File: config.mk
export PLATFORM = sky130hd
export DESIGN_NAME = hamming74_decoder
export DESIGN_NICKNAME = d
export VERILOG_FILES = /design/src/rtl/hamming74_decoder.sv
export SDC_FILE = /design/constraint.sdc
export NUM_CORES = 1
export LEC_CHECK = 0
export ABC_AREA = 1
export BUFFER_PORTS_ARGS = -buffer_cell sky130_fd_sc_hd__buf_2
export CAP_MARGIN = 5
export CORE_AREA = 2 2 59 61
export CTS_CLUSTER_DIAMETER = 150
export CTS_CLUSTER_SIZE = 12
export DETAILED_ROUTE_END_ITERATION = 6
export DIE_AREA = 0 0 61 63
export PLACE_DENSITY = 0.63
export SLEW_MARGIN = 0
export SYNTH_ARGS = -nofsm -noshare
export SYNTH_HDL_FRONTEND = slang
export SYNTH_SLANG_ARGS = --single-unit
File: constraint.sdc
create_clock -name clk -period 2.2 [get_ports clk]
set_clock_uncertainty 0.1 [all_clocks]
set_input_delay 0.33 -clock clk [delete_from_list [all_inputs] [get_ports clk]]
set_output_delay 0.33 -clock clk [all_outputs]
set_load 0.005 [all_outputs]
File: src/rtl/hamming74_decoder.sv
`default_nettype none
// ============================================================================
// hamming74_decoder : Hamming(7,4) single-error-correcting decoder, 1-cycle
//                     registered outputs, saturating corrected-word counter.
// Revision 1.0
// ============================================================================
module hamming74_decoder #(
  parameter int CNT_W = 8
) (
  input  logic             clk,
  input  logic             rst_n,
  input  logic             in_valid,
  input  logic [6:0]       encoded_data,
  input  logic             err_count_clr,
  output logic             out_valid,
  output logic [3:0]       data,
  output logic [2:0]       error_position,
  output logic             is_error,
  output logic [CNT_W-1:0] err_count
);

  localparam logic [CNT_W-1:0] c_CNT_MAX = {CNT_W{1'b1}};

  logic [2:0]       w_syndrome;
  logic [6:0]       w_flip;
  logic [6:0]       w_corrected;
  logic [3:0]       w_data;
  logic             w_is_error;

  logic             r_out_valid;
  logic [3:0]       r_data;
  logic [2:0]       r_error_position;
  logic             r_is_error;
  logic [CNT_W-1:0] r_err_count;

  // encoded_data[i] is Hamming position i+1
  assign w_syndrome[0] = encoded_data[0] ^ encoded_data[2] ^ encoded_data[4] ^ encoded_data[6];
  assign w_syndrome[1] = encoded_data[1] ^ encoded_data[2] ^ encoded_data[5] ^ encoded_data[6];
  assign w_syndrome[2] = encoded_data[3] ^ encoded_data[4] ^ encoded_data[5] ^ encoded_data[6];
  assign w_is_error    = (w_syndrome != 3'd0);

  // A zero syndrome matches no position, so nothing is flipped
  always_comb begin
    w_flip = 7'd0;
    for (int i = 0; i < 7; i++) begin
      w_flip[i] = (w_syndrome == 3'(i + 1));
    end
  end

  assign w_corrected = encoded_data ^ w_flip;
  assign w_data      = {w_corrected[6], w_corrected[5], w_corrected[4], w_corrected[2]};

  always_ff @(posedge clk or negedge rst_n) begin
    if (!rst_n) begin
      r_out_valid      <= 1'b0;
      r_data           <= 4'd0;
      r_error_position <= 3'd0;
      r_is_error       <= 1'b0;
    end else begin
      r_out_valid <= in_valid;
      if (in_valid) begin
        r_data           <= w_data;
        r_error_position <= w_syndrome;
        r_is_error       <= w_is_error;
      end
    end
  end

  // Clear wins over a simultaneous increment
  always_ff @(posedge clk or negedge rst_n) begin
    if (!rst_n) begin
      r_err_count <= '0;
    end else if (err_count_clr) begin
      r_err_count <= '0;
    end else if (in_valid && w_is_error && (r_err_count != c_CNT_MAX)) begin
      r_err_count <= r_err_count + 1'b1;
    end
  end

  assign out_valid      = r_out_valid;
  assign data           = r_data;
  assign error_position = r_error_position;
  assign is_error       = r_is_error;
  assign err_count      = r_err_count;

endmodule
`default_nettype wire

======== Yosys cells after proc, flatten, opt, wreduce, memory -nomap -nowiden ========
Cells that the tools add are included.
storage, ports and cells
  register bits ........................... 17
  bits in latches ......................... 0
  bits in writable memories ............... 0
  memory bits (read-only) ................. 0
  output and inout bits ................... 17
  memories kept ........................... 0
operators by class
  add/sub/neg operators ................... 1
  multiply operators ...................... 0
  div/mod/pow operators ................... 0
  $lt $le $gt $ge ......................... 0
  eq/ne operators ......................... 8
  shift operators ......................... 0
  muxes and demuxes ....................... 2
  bitwise gates (word level) .............. 10
  reduce and logical (&&, ||, !) cells .... 4
operators with widths
  operator                                              number
  2-to-1 mux 8 bit                                      2
  equality test 3 bit (second input constant)           4
  XOR 1 bit                                             9
  adder 8 x 1 -> 8 bit (second input constant)          1
  != test 8 bit (second input constant)                 1
  XOR 7 bit                                             1
  equality test 3 x 2 -> 1 bit (second input constant)  2
  equality test 3 x 1 -> 1 bit (second input constant)  1
  nonzero test 3 bit                                    1
  logical AND 1 bit                                     2
  nonzero test 2 bit                                    1

======== Longest topological paths before layout ========
Gate-level depths: netlist of the first run.
  depth in word-level cells ............... 8
  gate-level depth with buffers ........... 12

======== Least setup slack after synthesis of the first run ========
Ideal clock, no wire load.
  kind .................................... reg2reg
  start ................................... register r_err_count[0], in the netlist err_count[0]
  end ..................................... register r_err_count[2], in the netlist err_count[2]
  setup time .............................. 118 ps
  arrival time ............................ 1,345 ps
  required time ........................... 1,982 ps
  path slack .............................. 637 ps
  cell stages (with the launch flop) ...... 11
  cells stage by stage .................... dfrtp_1 -> ha_1 -> nand2_1 -> inv_2 -> nand2_1 -> nor3_2 -> nand3_2 -> nand3_4 -> nand2_4 -> nand2_1 -> nand2_1
on the way
  cells in the longest elaborated chain, start to end .. 3
RTL lines
  element                                                 RTL line  RTL
  start, declared                                         34        logic [CNT_W-1:0] r_err_count;
  start signal, assigned                                  76        r_err_count <= r_err_count + 1'b1;
  adder 8 x 1 -> 8 bit or != test 8 bit (tied branches)   76, 75
  2-to-1 mux 8 bit or logical AND 1 bit (tied branches)   75        end else if (in_valid && w_is_error && (r_err_count != c_CNT_MAX)) begin
  2-to-1 mux 8 bit or nonzero test 2 bit (tied branches)  --
Parallel ways exist; a longest one is shown, timed or not. The select of a mux whose other input is x is not followed.
A chain may end at the register's enable or synchronous reset.

======== Final worst setup path of the first run ========
  start ................................... register r_err_count[0], in the netlist err_count[0]
  end ..................................... register r_err_count[5], in the netlist err_count[5]
Same word-level chain as after synthesis.

==> results of run 1 <==
## through the flow
stage               hold slack, ns  util [%]
detailed placement           0.169      38.6
finish                       0.161      39.8
CTS                          0.160      39.8
global placement             0.171      38.6
global route                 0.161      39.8
floorplan                  -0.0656         -
## cell usage in the layout, fill, tap and decap left out
cell           instances
nand3_1               18
buf_2                 27
clkbuf_4               3
nor3_1                 2
inv_1                 15
a21oi_1                2
nor3_2                 1
xnor2_1                3
inv_2                  2
nand3_4                1
o21ai_0                4
dlygate4sd3_1          1
dfrtp_1               17
a31oi_1                1
clkinv_1               2
nand3_2                1
xor2_1                 6
nand2_4                1
ha_1                   1
nand2_2                9
nor2_2                 1
nor2_1                13
clkinvlp_4             1
nand2_1               45
## Yosys cell counts (2+ instances only)
library cell | count | share of area, %
dfrtp_1 | 17 | 39
clkinv_1 | 2 | 0.69
inv_1 | 15 | 5.2
inv_2 | 2 | 0.69
nand2_1 | 45 | 16
xnor2_1 | 3 | 2.4
nor3_1 | 2 | 0.92
nand3_1 | 18 | 8.3
o21ai_0 | 4 | 1.8
a21oi_1 | 2 | 0.92
nor2_1 | 13 | 4.5
buf_2 | 2 | 0.92
xor2_1 | 6 | 4.9
nand2_2 | 9 | 5.2
## worst min path at each step
stage / depth (start not counted) / slack (ns) / end
2_1_floorplan: 0 / -0.07 / data[0]
3_3_place_gp: 1 / 0.17 / err_count[1]
3_5_place_dp: 1 / 0.17 / err_count[1]
4_1_cts: 1 / 0.16 / out_valid
5_1_grt: 1 / 0.16 / out_valid
6_report: 1 / 0.16 / out_valid
## metal layers
| layer | wire length (µm) | vias up | part of all wire (%) |
|---|---|---|---|
| met5 | 0 | - | 0 |
| met3 | 60 | 2 | 2.8 |
| met2 | 934 | 17 | 44 |
| met4 | 21 | 0 | 0.99 |
| li1 | - | 518 | - |
| met1 | 1100 | 420 | 52 |
## critical path: stages, from the launching register on
cell and delay (ns):
dfrtp_1 0.42, ha_1 0.19, nand2_1 0.07, inv_2 0.06
nand2_1 0.08, nor3_2 0.21, nand3_2 0.12, nand3_4 0.16
nand2_4 0.10, nand2_1 0.07, nand2_1 0.05
## where the power goes
group          total (mW)  internal (mW)  switching (mW)
Clock               0.174         0.0690           0.105
Sequential          0.362          0.341          0.0206
Combinational       0.176         0.0703           0.106
Total               0.711          0.480           0.231
## flip-flops by register name, summed over array words and instances, names as in the netlist
name	cells
is_error	1
data	4
out_valid	1
error_position	3
err_count	8
## kinds of logic (layout without fill, tap and decap cells)
| family | Yosys count | count (layout) | synth area share, % |
|---|---|---|---|
| buffers and inverters | 23 | 51 | 9.25 |
| xor gates and xnor gates | 9 | 9 | 7.28 |
| adders and majority gates | 1 | 1 | 1.16 |
| AOI/OAI and AO/OA | 7 | 7 | 3.35 |
| and+or+nand+nor | 92 | 92 | 39.7 |
| DFF | 17 | 17 | 39.3 |
## final cells by class
| type | count | area [µm²] | share of cell area, % |
|---|---|---|---|
| repair buffers | 28 | 145 | 11.3 |
| multi-input cells | 109 | 557 | 43.3 |
| well taps | 46 | 57.6 | 4.47 |
| clock buffers | 3 | 22.5 | 1.75 |
| clock inverters | 1 | 7.51 | 0.584 |
| inverters | 19 | 71.3 | 5.54 |
| flip-flops and latches | 17 | 425 | 33.1 |
==> summary.md, run 1 <==
| Metric | Value |
|---|---|
| Pre-CTS setup slack | `0.462 ns` |
| RSZ-0062 raised after global routing | `false` |
| Initial antenna violation count | `0` |
| Drt wl/cell | `9.47 µm` |
| Final worst setup slack | `~0.47 ns` |
| Die height | `between 60 and 70 µm` |
| Arr. time, crit path | `1.81 ns` |
| 1st-iter DRT viols | `35` |
| Root buf cell | `clkbuf_4` |
| HP Start | `in_valid` |
| Setup TNS Final | `0 ns` |
| Post-synthesis cell type count | `23` |
| End of the critical path | `err_count[5]` |
| Vias | `between 900 and 1000` |
| Post-Place Cells | `approximately 220` |
| Final RePlAce weighted congestion | `0.822` |
| Final Hold Viols | `0` |
| Slew margin rel. | `75.4%` |
| DRC | `0` |
| Post-synth EDFFs | `0` |
| Max cap viols | `0` |
| Cell row count | `21` |
| Reg2Reg Depth | `10` |
| DP Wirelength | `about 1.7 mm` |
| Met2 usage | `18.4%` |
| Final WL | `between 2 and 2.5 mm` |
| Fillcell total | `344` |
| Worst Path Max Fanout | `9` |
| Busiest layer in global routing | `met1` |
| Overflow after GRT | `0` |
| TritonCTS buffer count | `3` |
| Syn_nets | `approximately 160` |
| Core Region | `3230 µm²` |
| Worst setup path class | `flop to flop` |
| Met1 Usage GRT | `between 10% and 20%` |
| Vias in the first global route | `about 860` |
| Critical path launch point type | `flop` |
| Final Cycle Share | `around four fifths` |
| Leak | `roughly 0.70 nW` |
| Cell Area, Synth | `1080 µm²` |
| Post-CTS sizing | `0` |
| Cell area power density | `between 500 and 600 nW/µm²` |
| Worst-path clk slew | `around 0.11 ns` |
| Worst-skew pair later-pin latency | `approximately 0.29 ns` |
| Top Ports | `28` |
| Antenna diode count | `0` |
| CTS tree | `built` |
| Die Wd | `roughly 61 µm` |
| Port-buffer cells | `27` |
| GRT Overall Usage | `between 10% and 20%` |
| CTS max path bufs | `2` |
| Htree depth | `1` |
| Post-Syn Area per Cell | `a little over 7 µm²` |
| Synth warn | `0` |
| GR Util met3 | `less than 1%` |
| CP Launch Point | `err_count[0]` |
| Largest net degree at the start of global routing | `18` |
| Net count, final | `190` |
| Worst-Margin Slew | `between 0.3 and 0.4 ns` |
| Fraction of layout cells with a size suffix above 1 | `between 20% and 30%` |
| Worst hold path type | `input port to flop` |
| Status | `complete, no violations` |
| Maximum VDD drop | `0.000195 V` |
| Worst EP required | `about 2.3 ns` |
| Overall Power | `a little over 0.7 mW` |
| Worst R2R End | `err_count[5]` |
| FF-to-FF Start | `err_count[0]` |
| Hold_buf cts | `1` |
| Cells after Synth | `~150` |
| Top_reg_cell synth | `dfrtp_1` |
| Finished layout cell area | `~1300 µm²` |
| Register area share after synthesis | `39.3%` |
| Final Non-Filler Cells | `~220` |
| DRT Pass-1 Iters | `4` |
| Clock sinks | `17` |
| Antenna-violating nets left | `0` |
| First-pass GRT wire length | `around 3.8 mm` |
| Fmax achieved | `about 580 MHz` |
| CP Capture Type | `flop` |
| Starting Density | `between 30 and 40%` |
| Area after DPL | `1250 µm²` |
| Die area | `around 3800 µm²` |
| Post-synth ARST share | `100%` |
| Tmin final | `between 1.5 and 2 ns` |
| Seq cells post-synth | `17` |
| Final setup violation count | `0` |
| Slew Limit Fails | `0` |
| Area Growth Syn to Fin | `18.8%` |
| Vias per cell | `~4.3` |
| FF-to-FF setup slack | `approximately 0.47 ns` |
| Post-CTS Setup Bufs | `0` |
No activity file was read; power rests on OpenSTA's default activity.
==> run 2, diff against run 1 <==
--- a/config.mk
+++ b/config.mk
@@ -5,15 +5,15 @@
 export SDC_FILE = /design/constraint.sdc
 export NUM_CORES = 1
 export LEC_CHECK = 0
-export ABC_AREA = 1
+export ABC_AREA = 0
 export BUFFER_PORTS_ARGS = -buffer_cell sky130_fd_sc_hd__buf_2
 export CAP_MARGIN = 5
-export CORE_AREA = 2 2 59 61
+export CORE_AREA = 2 2 55 57
 export CTS_CLUSTER_DIAMETER = 150
 export CTS_CLUSTER_SIZE = 12
 export DETAILED_ROUTE_END_ITERATION = 6
-export DIE_AREA = 0 0 61 63
-export PLACE_DENSITY = 0.63
+export DIE_AREA = 0 0 57 59
+export PLACE_DENSITY = 0.66
 export SLEW_MARGIN = 0
 export SYNTH_ARGS = -nofsm -noshare
 export SYNTH_HDL_FRONTEND = slang
==> constraint.sdc (replaced) <==
create_clock -name clk -period 1.5 [get_ports clk]
set_clock_uncertainty 0.1 [all_clocks]
set_input_delay 0.225 -clock clk [delete_from_list [all_inputs] [get_ports clk]]
set_output_delay 0.225 -clock clk [all_outputs]
set_load 0.005 [all_outputs]
==> summary.md, run 2 <==
| Metric | Value |
|---|---|
| Status | `complete, but fails checks (was complete, no violations)` |
| Failing checks | `setup timing` |
| Cell row count | `19 (was 21)` |
| Pint | `0.855 mW (was 0.480 mW)` |
| 1st-iter DRT viols | `20 (was 35)` |
| Worst EP required | `1.62 ns (was 2.29 ns)` |
| Slew margin rel. | `69.5% (was 75.4%)` |
| CP max stage delay | `0.52 ns (was 0.42 ns)` |
| GRT Overall Usage | `16.5% (was 12.3%)` |
| Htree depth | `1 (unchanged)` |
| Worst path slowest cell | `or4_4 (was dfrtp_1)` |
| Port-buffer cells | `27 (unchanged)` |
| Tmin final | `1.70 ns (was 1.73 ns)` |
| CP Launch Point | `err_count[5] (was err_count[0])` |
| CTS tree | `built (unchanged)` |
| CP bufs+invs | `1 (unchanged)` |
| Logic pwr share | `36.6% (was 24.7%)` |
| Number of cells on the critical path | `5 (was 10)` |
| Antenna diode count | `0 (unchanged)` |
| DRC | `0 (unchanged)` |
| Final worst setup slack | `-0.199 ns (was 0.472 ns)` |
| Overflow after GRT | `0 (unchanged)` |
| Reg2Reg Depth | `5 (was 10)` |
| Vias in the first global route | `971 (was 861)` |
| Fraction of layout cells with a size suffix above 1 | `58.9% (was 26.6%)` |
| GR Util met3 | `3.93% (was 0.621%)` |
| Post-Syn Area per Cell | `10.0 µm² (was 7.26 µm²)` |
| Final RePlAce weighted congestion | `0.748 (was 0.822)` |
| First-pass GRT wire length | `4.26 mm (was 3.76 mm)` |
| Dominant cells by area after synthesis | `dfrtp_1, a21oi_1, xnor2_1, o31ai_1, or4_1 (was dfrtp_1, nand2_1, nand3_1, inv_1, nand2_2)` |
| Net count, final | `171 (was 190)` |
| FF-to-FF setup slack | `-0.20 ns (was 0.47 ns)` |
| Vias | `985 (was 957)` |
| Die area | `3360 µm² (was 3840 µm²)` |
| DRT Pass-1 Iters | `4 (unchanged)` |
| Vias per cell | `5.21 (was 4.29)` |
| Top-count cell post-synth | `dfrtp_1 (was nand2_1)` |
| Synth area leader | `dfrtp_1 (unchanged)` |
| Die height | `59 µm (was 63 µm)` |
| Final setup violation count | `9 (was 0)` |
| Worst R2R End | `err_count[7] (was err_count[5])` |
| Worst hold path type | `input port to flop (unchanged)` |
| Cell family with most CP delay | `simple AND/OR/NAND/NOR gates (unchanged)` |
| Area Growth Syn to Fin | `68.0% (was 18.8%)` |
| Leak | `0.705 nW (was 0.703 nW)` |
| TritonCTS buffer count | `3 (unchanged)` |
| Worst-Margin Slew | `0.455 ns (was 0.368 ns)` |
| Post-synth EDFFs | `0 (unchanged)` |
| Slew Limit Fails | `0 (unchanged)` |
| RSZ-0062 raised after global routing | `true (was false)` |
| Top cells by count, synth | `dfrtp_1, a21oi_1, nor2_1, xnor2_1 (was nand2_1, nand3_1, dfrtp_1, inv_1, nor2_1)` |
| Max cap viols | `0 (unchanged)` |
| Met1 Usage GRT | `19.5% (was 18.7%)` |
| Die Wd | `57 µm (was 61 µm)` |
| Largest register FFs | `8 (unchanged)` |
| Post-synthesis cell type count | `31 (was 23)` |
| Sequential Power Share | `42.1% (was 50.8%)` |
| Overall Power | `1.26 mW (was 0.711 mW)` |
| Commonest non-fill, non-tap cells in the layout | `buf_4, buf_2, dfrtp_1 (was nand2_1, buf_2, nand3_1)` |
| Top_reg_cell synth | `dfrtp_1 (unchanged)` |
| Most common library cell in the layout ignoring fill and taps | `buf_4 (was nand2_1)` |
| Starting Density | `34.3% (was 33.5%)` |
| DP Wirelength | `1.77 mm (was 1.67 mm)` |
| Switching share of power | `31.9% (was 32.5%)` |
| Antenna-violating nets left | `0 (unchanged)` |
| Worst-skew pair later-pin latency | `0.31 ns (was 0.29 ns)` |
| Synth warn | `0 (unchanged)` |
| Final Hold Viols | `0 (unchanged)` |
| FF-to-FF Start | `err_count[5] (was err_count[0])` |
| Core Region | `2710 µm² (was 3230 µm²)` |
| Clock sinks | `17 (unchanged)` |
| Cell Area, Synth | `931 µm² (was 1080 µm²)` |
| Root buf cell | `clkbuf_4 (unchanged)` |
| Register area share after synthesis | `45.7% (was 39.3%)` |
| Critical path launch point type | `flop (unchanged)` |
| Worst path cell trace | `and4_4 -> buf_6 -> nand4_1 -> or4_4 -> a21oi_2 (was ha_1 -> nand2_1 -> inv_2 -> nand2_1 -> nor3_2 -> nand3_2 -> nand3_4 -> nand2_4 -> nand2_1 -> nand2_1)` |
| Final Hold Slack | `0.0916 ns (was 0.161 ns)` |
| Cell area power density | `803 nW/µm² (was 553 nW/µm²)` |
| Seq cells post-synth | `17 (unchanged)` |
| Setup TNS Final | `-1.35 ns (was 0 ns)` |
| Top Ports | `28 (unchanged)` |
| Fmax achieved | `588 MHz (was 579 MHz)` |
| CTS max path bufs | `2 (unchanged)` |
| Initial antenna violation count | `0 (unchanged)` |
| End of the critical path | `err_count[7] (was err_count[5])` |
| CP Capture Type | `flop (unchanged)` |
| Final WL | `2.66 mm (was 2.11 mm)` |
| Syn_nets | `105 (was 161)` |
| Util after Layout | `57.7% (was 39.8%)` |
| Final Cycle Share | `113% (was 78.6%)` |
| Busiest layer in global routing | `met2 (was met1)` |
| Met2 usage | `29.1% (was 18.4%)` |
| Post-synth ARST share | `100% (unchanged)` |
| Arr. time, crit path | `1.82 ns (was 1.81 ns)` |
| Largest net degree at the start of global routing | `18 (unchanged)` |
| Clock power frac | `21.3% (was 24.4%)` |
| Top-area cell type share of the netlist area | `45.7% (was 39.3%)` |
| Switching power total | `0.401 mW (was 0.231 mW)` |
| Worst setup path class | `flop to flop (unchanged)` |
| Cells after Synth | `93 (was 149)` |
| Worst-path clk slew | `0.13 ns (was 0.11 ns)` |
| Drt wl/cell | `14.1 µm (was 9.47 µm)` |
| Worst Path Max Fanout | `2 (was 9)` |
| Maximum VDD drop | `0.000495 V (was 0.000195 V)` |
[run 2: cell types whose count changed after synthesis, sizes merged, moves of 4 or more]
cell	delta
nand2	-52
nand3	-15
o31ai	+5
xnor2	+4
nor2	-5
inv	-16
or4	+5
a21oi	+11
[run 2: area by class of cell]
type,instances,area (µm²)
multi-input combinational,71,596
fill,253,1150
timing repair buffer,65,470
clock inverter,1,7.51
inverter,1,3.75
sequential,17,425
clock buffer,3,22.5
tap,31,38.8
[run 2: per-layer routing]
metal / part of all wire, % / up-vias
met1: 40 / 478
met3: 5.4 / 2
met4: 0.56 / 0
met2: 54 / 35
li1: - / 470
met5: 0 / -
[run 2: worst register-to-register path: cells and delay by family, from the launching register on]
family                 cells  cell delay [ns]
AOI/OAI and AO/OA          1             0.13
and+or+nand+nor            3             0.91
buffers and inverters      1             0.10
DFF                        1             0.38
[run 2: logic make-up after synthesis]
family | count (synthesis) | share of synthesized area [%]
buffers and inverters | 6 | 2.96
multiplexers | 3 | 3.49
adder cells (fa/ha/maj) | 1 | 1.34
AND/OR/NAND/NOR | 34 | 20.7
flip-flops | 17 | 45.7
AO/OA/AOI/OAI | 21 | 13.2
XOR/XNOR | 11 | 12.6
[run 2: stage by stage]
stage	instances	area (µm²)	setup WS, ns
2_1_floorplan	93	936	-0.326
3_3_place_gp	175	1300	-0.423
3_5_place_dp	175	1300	-0.511
4_1_cts	187	1460	-0.167
5_1_grt	189	1560	-0.269
6_report	189	1560	-0.199
[run 2: power groups by stage]
stage | combinational (mW) | sequential, mW | clock, mW
global route | 0.500 | 0.537 | 0.300
CTS | 0.418 | 0.529 | 0.274
finish | 0.460 | 0.529 | 0.268
global placement | 0.342 | 0.536 | 0
detailed placement | 0.353 | 0.537 | 0
floorplan | 0.160 | 0.546 | 0
[run 2: what timing repair did]
item	in CTS	in global routing
hold buffers	1	0
pin swaps	18	12
cloned	1	0
resized for setup	14	20
setup endpoints to repair	9	11
buffers inserted	7	2
endpoints found under the hold margin	17	0
[run 2: worst min path at each step]
| stage | start | to | slack [ns] | cells past startpoint |
|---|---|---|---|---|
| 3_5_place_dp | rst_n | err_count[5] | 0.08 | 1 |
| 5_1_grt | err_count_clr | err_count[2] | 0.08 | 2 |
| 6_report | err_count_clr | err_count[2] | 0.09 | 2 |
| 3_3_place_gp | rst_n | err_count[5] | 0.07 | 1 |
| 4_1_cts | err_count_clr | err_count[2] | 0.09 | 2 |
| 2_1_floorplan | rst_n | data[0] | -0.17 | 0 |
